[src/rtl/leve_pkg.sv]
// Shared types and widths for the LEVE instruction fetch unit.
// XLEN falls back to 64 when defs.vh has not already defined it.
`ifndef XLEN
`define XLEN 64
`endif

package leve_pkg;

    localparam int INST_W = 32;

    typedef struct packed {
        logic [`XLEN-1:0]  pc;
        logic [INST_W-1:0] inst;
        logic              done;
        logic              fault;
    } ifu_entry_t;

endpackage

[src/rtl/leve_pc_if.sv]
// PC hand-off between the branch/PC generator (source) and the fetch unit (target).
`ifndef XLEN
`define XLEN 64
`endif

interface leve_pc_if;
    logic             VALID;
    logic [`XLEN-1:0] PC;
    logic             READY;

    modport target (input VALID, input PC, output READY);
    modport source (output VALID, output PC, input READY);
endinterface

[src/rtl/leve_ifu_chk.sv]
// Protocol checker for the instruction-memory response channel of leve_ifu.
module leve_ifu_chk #(
    parameter int AW = 2
) (
    input logic        CLK,
    input logic        RST,
    input logic        IM_RVALID,
    input logic [AW:0] outstanding
);

    // A response with nothing owed means the memory side lost request ordering.
    a_rvalid_owed: assert property (@(posedge CLK) disable iff (RST)
        IM_RVALID |-> (outstanding != {(AW+1){1'b0}}));

endmodule

[src/rtl/leve_ifu_queue.sv]
// In-order fetch queue: allocation (wp), fill (fp) and head (rp) pointers over DEPTH entries.
// Pointers carry one extra wrap bit so full and empty are distinguishable by subtraction.
`ifndef XLEN
`define XLEN 64
`endif

module leve_ifu_queue
    import leve_pkg::*;
#(
    parameter int DEPTH = 4,
    localparam int AW = $clog2(DEPTH)
) (
    input  logic              CLK,
    input  logic              RST,
    input  logic              flush,
    input  logic              alloc_en,
    input  logic [`XLEN-1:0]  alloc_pc,
    input  logic              alloc_fault,
    input  logic              fill_en,
    input  logic [INST_W-1:0] fill_inst,
    input  logic              deq_en,
    output ifu_entry_t        head,
    output logic [AW:0]       alloc_cnt,
    output logic [AW:0]       unfilled_cnt
);

    ifu_entry_t  entry_r [DEPTH];
    logic [AW:0] wp_r;
    logic [AW:0] fp_r;
    logic [AW:0] rp_r;

    // Pointer update; a flush collapses head and fill onto the allocation pointer.
    always_ff @(posedge CLK or posedge RST) begin
        if (RST) begin
            wp_r <= {(AW+1){1'b0}};
            fp_r <= {(AW+1){1'b0}};
            rp_r <= {(AW+1){1'b0}};
        end else if (flush) begin
            wp_r <= wp_r;
            fp_r <= wp_r;
            rp_r <= wp_r;
        end else begin
            wp_r <= wp_r + (AW+1)'(alloc_en);
            fp_r <= fp_r + (AW+1)'(fill_en);
            rp_r <= rp_r + (AW+1)'(deq_en);
        end
    end

    // Entry storage: allocation records the PC, a fill records the word and marks it done.
    always_ff @(posedge CLK or posedge RST) begin
        if (RST) begin
            for (int i = 0; i < DEPTH; i++) begin
                entry_r[i] <= '{pc: {`XLEN{1'b0}}, inst: {INST_W{1'b0}}, done: 1'b0, fault: 1'b0};
            end
        end else begin
            if (alloc_en && !flush) begin
                entry_r[wp_r[AW-1:0]].pc    <= alloc_pc;
                entry_r[wp_r[AW-1:0]].done  <= 1'b0;
                entry_r[wp_r[AW-1:0]].fault <= alloc_fault;
            end
            if (fill_en && !flush) begin
                entry_r[fp_r[AW-1:0]].inst <= fill_inst;
                entry_r[fp_r[AW-1:0]].done <= 1'b1;
            end
        end
    end

    assign head         = entry_r[rp_r[AW-1:0]];
    assign alloc_cnt    = wp_r - rp_r;
    assign unfilled_cnt = wp_r - fp_r;

endmodule

[src/rtl/leve_ifu.sv]
// Instruction fetch unit: PC handshake, in-order memory reads, DEPTH-entry queue to decode.
// Optional LEVE_IFU_MISALIGN_EN adds per-entry fault tracking and the INST_FAULT port.
`ifndef XLEN
`define XLEN 64
`endif

module leve_ifu
    import leve_pkg::*;
#(
    parameter int DEPTH = 4,
    parameter int XLEN  = `XLEN
) (
    input  logic              CLK,
    input  logic              RST,
    leve_pc_if.target         PC,
    output logic              IM_REQ,
    output logic [XLEN-1:0]   IM_ADDR,
    input  logic              IM_GNT,
    input  logic              IM_RVALID,
    input  logic [INST_W-1:0] IM_RDATA,
    input  logic              FLUSH,
    output logic              INST_VALID,
    output logic [INST_W-1:0] INST,
    output logic [XLEN-1:0]   INST_PC,
`ifdef LEVE_IFU_MISALIGN_EN
    output logic              INST_FAULT,
`endif
    input  logic              INST_READY
);

    localparam int            AW      = $clog2(DEPTH);
    localparam logic [AW+1:0] DEPTH_W = (AW+2)'(DEPTH);
    localparam logic [AW:0]   CNT_0   = {(AW+1){1'b0}};
    localparam logic [AW:0]   CNT_1   = {{AW{1'b0}}, 1'b1};

    ifu_entry_t  head_s;
    logic [AW:0] alloc_cnt_s;
    logic [AW:0] unfilled_cnt_s;
    logic [AW:0] outstanding_s;
    logic [AW:0] drop_r;
    logic        credit_s;
    logic        ready_s;
    logic        issue_s;
    logic        rsp_s;
    logic        fill_s;
    logic        deq_s;
    logic        fault_s;

    // Flushed-but-unreturned reads still occupy credit until their responses drain.
    assign credit_s      = ({1'b0, alloc_cnt_s} + {1'b0, drop_r}) < DEPTH_W;
    assign ready_s       = IM_GNT & credit_s & ~FLUSH & ~RST;
    assign PC.READY      = ready_s;
    assign IM_REQ        = PC.VALID & credit_s & ~FLUSH & ~RST;
    assign IM_ADDR       = {PC.PC[XLEN-1:2], 2'b00};
    assign issue_s       = PC.VALID & ready_s;

    assign outstanding_s = drop_r + unfilled_cnt_s;
    assign rsp_s         = IM_RVALID & (outstanding_s != CNT_0);
    assign fill_s        = IM_RVALID & (drop_r == CNT_0) & (unfilled_cnt_s != CNT_0) & ~FLUSH;
    assign deq_s         = INST_VALID & INST_READY & ~FLUSH;

    // Responses owed to flushed requests; a flush converts every unfilled entry into one.
    always_ff @(posedge CLK or posedge RST) begin
        if (RST) begin
            drop_r <= CNT_0;
        end else if (FLUSH) begin
            drop_r <= outstanding_s - (AW+1)'(rsp_s);
        end else if (IM_RVALID && (drop_r != CNT_0)) begin
            drop_r <= drop_r - CNT_1;
        end else begin
            drop_r <= drop_r;
        end
    end

`ifdef LEVE_IFU_MISALIGN_EN
    assign fault_s    = |PC.PC[1:0];
    assign INST_FAULT = head_s.fault;
`else
    logic unused_fault_s;
    assign fault_s        = 1'b0;
    assign unused_fault_s = head_s.fault;
`endif

    leve_ifu_queue #(.DEPTH(DEPTH)) u_queue (
        .CLK          (CLK),
        .RST          (RST),
        .flush        (FLUSH),
        .alloc_en     (issue_s),
        .alloc_pc     (PC.PC),
        .alloc_fault  (fault_s),
        .fill_en      (fill_s),
        .fill_inst    (IM_RDATA),
        .deq_en       (deq_s),
        .head         (head_s),
        .alloc_cnt    (alloc_cnt_s),
        .unfilled_cnt (unfilled_cnt_s)
    );

    leve_ifu_chk #(.AW(AW)) u_chk (
        .CLK         (CLK),
        .RST         (RST),
        .IM_RVALID   (IM_RVALID),
        .outstanding (outstanding_s)
    );

    assign INST_VALID = (alloc_cnt_s != CNT_0) & head_s.done;
    assign INST       = head_s.inst;
    assign INST_PC    = head_s.pc;

endmodule
[src/flat_wrapper.sv]
// flat-port wrapper written by rule: the top's interface ports become plain ports
module leve_ifu_flat import leve_pkg::*;
#(
    parameter int DEPTH = 4,
    parameter int XLEN  = `XLEN
)
  (CLK, RST, IM_REQ, IM_ADDR, IM_GNT, IM_RVALID, IM_RDATA, FLUSH, INST_VALID, INST, INST_PC, INST_READY, PC_VALID, PC_PC, PC_READY);
  leve_pc_if PC_i ();
  input  logic CLK;
  input  logic RST;
  output logic IM_REQ;
  output logic [XLEN-1:0] IM_ADDR;
  input  logic IM_GNT;
  input  logic IM_RVALID;
  input  logic [INST_W-1:0] IM_RDATA;
  input  logic FLUSH;
  output logic INST_VALID;
  output logic [INST_W-1:0] INST;
  output logic [XLEN-1:0] INST_PC;
  input  logic INST_READY;
  input wire logic [$bits(PC_i.VALID)-1:0] PC_VALID;
  input wire logic [$bits(PC_i.PC)-1:0] PC_PC;
  output wire logic [$bits(PC_i.READY)-1:0] PC_READY;
  assign PC_i.VALID = PC_VALID;
  assign PC_i.PC = PC_PC;
  assign PC_READY = PC_i.READY;
  leve_ifu #(.DEPTH(DEPTH), .XLEN(XLEN)) u_core (.CLK(CLK), .RST(RST), .PC(PC_i), .IM_REQ(IM_REQ), .IM_ADDR(IM_ADDR), .IM_GNT(IM_GNT), .IM_RVALID(IM_RVALID), .IM_RDATA(IM_RDATA), .FLUSH(FLUSH), .INST_VALID(INST_VALID), .INST(INST), .INST_PC(INST_PC), .INST_READY(INST_READY));
endmodule
[config.mk]
export PLATFORM = sky130hd
export DESIGN_NAME = leve_ifu_flat
export DESIGN_NICKNAME = d
export VERILOG_FILES = /design/src/rtl/leve_pkg.sv /design/src/rtl/leve_pc_if.sv /design/src/rtl/leve_ifu_chk.sv /design/src/rtl/leve_ifu_queue.sv /design/src/rtl/leve_ifu.sv /design/src/flat_wrapper.sv
export SDC_FILE = /design/constraint.sdc
export NUM_CORES = 1
export LEC_CHECK = 0
export BUFFER_PORTS_ARGS = -buffer_cell sky130_fd_sc_hd__buf_4
export CAP_MARGIN = 20
export CORE_MARGIN = 4
export CORE_UTILIZATION = 60
export CTS_CLUSTER_DIAMETER = 120
export DETAILED_ROUTE_END_ITERATION = 16
export GPL_ROUTABILITY_DRIVEN = 0
export PLACE_DENSITY_LB_ADDON = 0.3
export SLEW_MARGIN = 20
export SYNTH_ARGS = -nofsm -noshare
export SYNTH_HDL_FRONTEND = slang
export SYNTH_SLANG_ARGS = --single-unit
[constraint.sdc]
create_clock -name CLK -period 33.3 [get_ports CLK]
set_clock_uncertainty 0.1 [all_clocks]
set_input_delay 6.66 -clock CLK [delete_from_list [all_inputs] [get_ports CLK]]
set_output_delay 6.66 -clock CLK [all_outputs]
set_load 0.01 [all_outputs]
# Word level (Yosys, flattened, before mapping)
# Cells that the tools add are included.
classes:
  mux: 24
  magnitude_cmp: 6
  n_addsub: 9
  reduce_logical: 12
  bitwise: 19
op_table:
  columns: ["operator", "n"]
  rows:
  - ["$bwmux 392", 5]
  - ["$demux 98 s2", 5]
  - ["$mux 392", 2]
  - ["$mux 98", 3]
  - ["$bmux 98 s2", 1]
  - ["$mux 34", 1]
  - ["$and 1x1->1", 14]
  - ["$mux 3", 4]
  - ["$reduce_bool 3->1", 4]
  - ["$add 3x1->3", 3]
  - ["$ge 3x3->1 const B", 3]
  - ["$not 2->3", 3]
  - ["$lt 3x1->1 const B", 2]
  - ["$sub 3x3->3", 2]
  - ["$logic_and 1x1->1", 5]
  - ["$add 3x3->4", 1]
  - ["$lt 4x3->1 const B", 1]
  - ["$mux 2", 2]
  - ["$add 3x3->3", 1]
  - ["$logic_not 3->1", 1]
  - ["$sub 3x1->3", 1]
  - ["$sub 3x1->3 const B", 1]
  - ["$not 1->1", 2]
  - ["$reduce_bool 2->1", 1]
  - ["other kinds (2)", 2]
word_totals:
  output_inout_bits: 163
  inputBits: 103
  elab_cells: 90
  reg_bits: 404

# Longest topological paths before layout
logic_depth:
  depth_word: 12
  ltp_mapped: 15
  ltp_nobuf: 13

# Modules after synthesis
# From an unflattened synthesis, not the netlist that was laid out.
hier_totals:
  hier_cells: 1120
  area_unflattened_um2: 18412.7
modules_own_cells:
  columns: ["mod", "area_each_um2", "cells_each", "n_inst", "seq_area_each_um2"]
  rows:
  - ["leve_ifu_queue", 17515.5, 1011, 1, 10034.6]
  - ["leve_ifu", 897.1, 109, 1, 75.1]

# Worst setup path before layout
# OpenSTA, ideal clock, no wires.
synth_path:
  path_kind: "input port to output port"
  start: "input FLUSH"
  end: "output IM_REQ"
  required_time_ns: 26.540
  stages: 4
  setup_slack_ns: 18.898
  n_path_buf: 1
  arrival_ns: 7.642
  cell_sequence: "or4_1 > buf_6 > nor2_1 > and3_1"
synth_between:
  elab_chain_cells: 3
synth_lines:
  columns: ["item", "line_no", "source"]
  rows:
  - ["start, declared", "flat_wrapper.sv:16", "input logic FLUSH;"]
  - ["$not 1->1", "leve_ifu.sv:53", "assign IM_REQ = PC.VALID & credit_s & ~FLUSH & ~RST;"]
  - ["$and 1x1->1 (2 in series)", "leve_ifu.sv:53", null]
  - ["end, declared", "flat_wrapper.sv:11", "output logic IM_REQ;"]
# Every way passes these cells.

# Worst setup path after layout
layout_path:
  start: "input FLUSH"
  end: "output PC_READY"
layout_between:
  elab_chain_cells: 3
layout_lines:
  columns: ["item", "line_no", "source"]
  rows:
  - ["$not 1->1", "leve_ifu.sv:51", "assign ready_s = IM_GNT & credit_s & ~FLUSH & ~RST;"]
  - ["$and 1x1->1 (2 in series)", "leve_ifu.sv:51", null]
  - ["end, declared", "flat_wrapper.sv:23", "output wire logic [$bits(PC_i.READY)-1:0] PC_READY;"]
# Every way passes these cells.

==> run summary <==
Final period util - 44.6%
Placed cell count - 2,051
Number of antenna violations at the first check in global routing - 0
Final setup fails - 0
Count leader, synth - nand2_1
Postcts setup bufs - 0
CTS Buf Count - 43
DP Area - 20,200 um^2
H-tree levels - 2
Ordered list of cells on the worst path - buf_4 > or4_1 > nor2_1 > and3_1 > buf_4
Leak - 11.1 nW
CTS tree - yes
DR vias - 11,887
Setup tns final - 0 ps
Largest area contributor in the netlist - dfrtp_1
FILL cells - 2,090
EDFF count, synth - 0
RSZ-0062 raised after global routing - no
Synth Register Bits - 400
R2r worst-path depth - 10
Count of final max-slew check failures - 0
Nets - 1,821
Total power draw - 1.71 mW
Min-Delay Path Class - reg2reg
Final std cell area, no fill - 21,500 um^2
Worst vdd ir - 0.0714 mV
CP peak stage delay - 760 ps
Largest net degree at the start of global routing - 189
Crit end category - primary output
First-pass GRT wire length - 67,200 um
Post-DRT Antenna Nets - 0
CTS root buffer - clkbuf_16
Clock Pin Slew Worst Setup and Hold Paths - 50 ps
Die area - 33,800 um^2
N_diodes - 0
Area of the multi-input gates - 7470 um^2
Fin Hold WS - 362 ps
Clock period minus final worst setup slack - 14,860 ps
Mean post-synth cell area - 12.2 um^2
Gate Count Post-Synth - 1,526
Share of layout cells above drive strength 1 - 37.1%
Die X - 184 um
Critical Path Most Common Cell - buf_4
Slew margin rel. - 28.4%
Post-CTS sizing - 0
Cell Rows - 64
Vias in the first global route - 12,698
Worst Min Path Start - u_core.u_queue.entry_r[174]
Hold path cells - 2
Worst-Margin Slew - 1070 ps
Status - complete, no violations
Max-cap viol count - 0
DR iter-0 viols - 773
Placeable Area - 30,500 um^2
Detailed Routing Iterations Pass 1 - 6
Post-synthesis async set-or-reset flop share - 100%
Cell variety after synth - 41
Setup crit start kind - input port
Port Buffer Count - 263
Max clock buf depth - 3
Clock latency on the worst-skew pair - 530 ps
Crit path max fanout - 20
PwrDens - 79.8 nW/um^2
WHS Endpoint - u_core.u_queue.entry_r[174]
Register area - 10,000 um^2
Hold Fails Final Rpt - 0
CTS Sinks - 400
Total GRT Usage - 24.7%
Synth Flop Type - dfrtp_1
Largest cells by area after synthesis - dfrtp_1 54%, nand2_1 12%, mux4_2 12%, mux2_2 8.7%, mux2_4 4.0%
Register area share after synthesis - 54.0%
WP data arrival - 8100 ps
Crit Reg-Reg Startpoint - u_core.u_queue.rp_r[1]
Share of the synthesized area in the top cell type - 54.0%
Die H - 184 um
FF-to-FF setup slack - 28,080 ps
Hold_buf cts - 0
Routed length per instance - 19.4 um
Routed Wire Length - 41,200 um
Boundary Pins - 266
Area Overhead vs Synth - 15.7%
Post-detail-place hpwl - 24,600 um
Worst r2r dst - u_core.u_queue.entry_r[39]
Number of remaining DRC errors - 0
Top cells by count, synth - 588 x nand2_1, 400 x dfrtp_1, 143 x mux2_2
Max Freq - 0.0673 GHz
Post-Synthesis Cell Area - 18,500 um^2
Vias/cell - 5.60
Gr ovfl total - 0
Worst EP required - 26,540 ps
Non-Filler Instances - 2,122
CP max stage cell - or4_1
Yosys Warn Count - 0
Crit Path Category - in2out
Starting Density - 60.8%
==> cell families (layout without fill, tap and decap cells) <==
family | after synthesis | count (layout) | share of synthesized area (%)
simple gates | 618 | 618 | 13.3
flops | 400 | 400 | 54.0
mux | 291 | 291 | 24.5
buf+inv | 174 | 373 | 5.78
fa+ha+maj | 18 | 18 | 1.34
compound gates | 14 | 14 | 0.493
xor+xnor | 10 | 10 | 0.547
other cells | 1 | 2 | 0.0202
==> final cells by class <==
cell class | instances | area share, %
clock buffers | 62 | 5.67
well taps | 396 | 2.31
multi-input cells | 953 | 34.8
clock inverters | 9 | 0.280
inverters | 23 | 0.437
repair buffers | 279 | 9.82
flip-flops and latches | 400 | 46.7
==> routing by layer <==
| metal | vias up | share of wire [%] | global-route usage (%) |
|---|---|---|---|
| li1 | 5387 | - | - |
| met1 | 6069 | 42 | 35.0 |
| met2 | 350 | 49 | 40.6 |
| met3 | 81 | 6.0 | 4.08 |
| met4 | 0 | 2.6 | 6.95 |
| met5 | - | 0 | 0 |
==> through the flow <==
| step | setup WS (ps) | util, % |
|---|---|---|
| after global placement | 18470 | 66.2 |
| after floorplan | 15420 | - |
| after detailed placement | 18440 | 66.2 |
| final | 18440 | 70.3 |
| after global routing | 18350 | 70.3 |
| after CTS | 18440 | 70.3 |
==> cells in the final DEF, fill, tap and decap left out, drive strengths merged, types with 2 or more instances in the layout <==
master,netlist,final
and3,3,3
and3b,2,2
buf,116,279
clkbuf,35,62
clkinv,0,6
conb,1,2
dfrtp,400,400
fa,3,3
ha,15,15
inv,23,26
mux2,192,192
mux2i,2,2
mux4,97,97
nand2,588,588
nand4b,2,2
nor2,6,6
nor4,4,4
o21ai,7,7
o31a,2,2
or3,2,2
or4,4,4
xnor2,5,5
xor2,4,4
==> sequential cells by signal, summed over array words and instances (netlist names) <==
register	cells
u_core.u_queue.fp_r	3
u_core.u_queue.wp_r	3
u_core.u_queue.entry_r	388
u_core.drop_r	3
u_core.u_queue.rp_r	3
==> power by group <==
| group | internal [mW] | switching [mW] |
|---|---|---|
| Sequential | 0.609 | 0.0863 |
| Clock | 0.253 | 0.185 |
| Combinational | 0.310 | 0.270 |
==> critical path, delay by kind of cell <==
family                 cells  cell delay, ps
buffers and inverters      2             280
AND/OR/NAND/NOR            3            1150
==> how the worst max path moves through the flow <==
stage / cells past startpoint / slack, ps / to / start
2_1_floorplan: 1 / 15420 / u_core.drop_r[0] / RST
3_3_place_gp: 5 / 18470 / IM_REQ / FLUSH
3_5_place_dp: 5 / 18440 / IM_REQ / FLUSH
4_1_cts: 5 / 18440 / PC_READY / FLUSH
5_1_grt: 5 / 18350 / PC_READY / FLUSH
6_report: 5 / 18440 / PC_READY / FLUSH
Power figures use the tool's default switching activity.
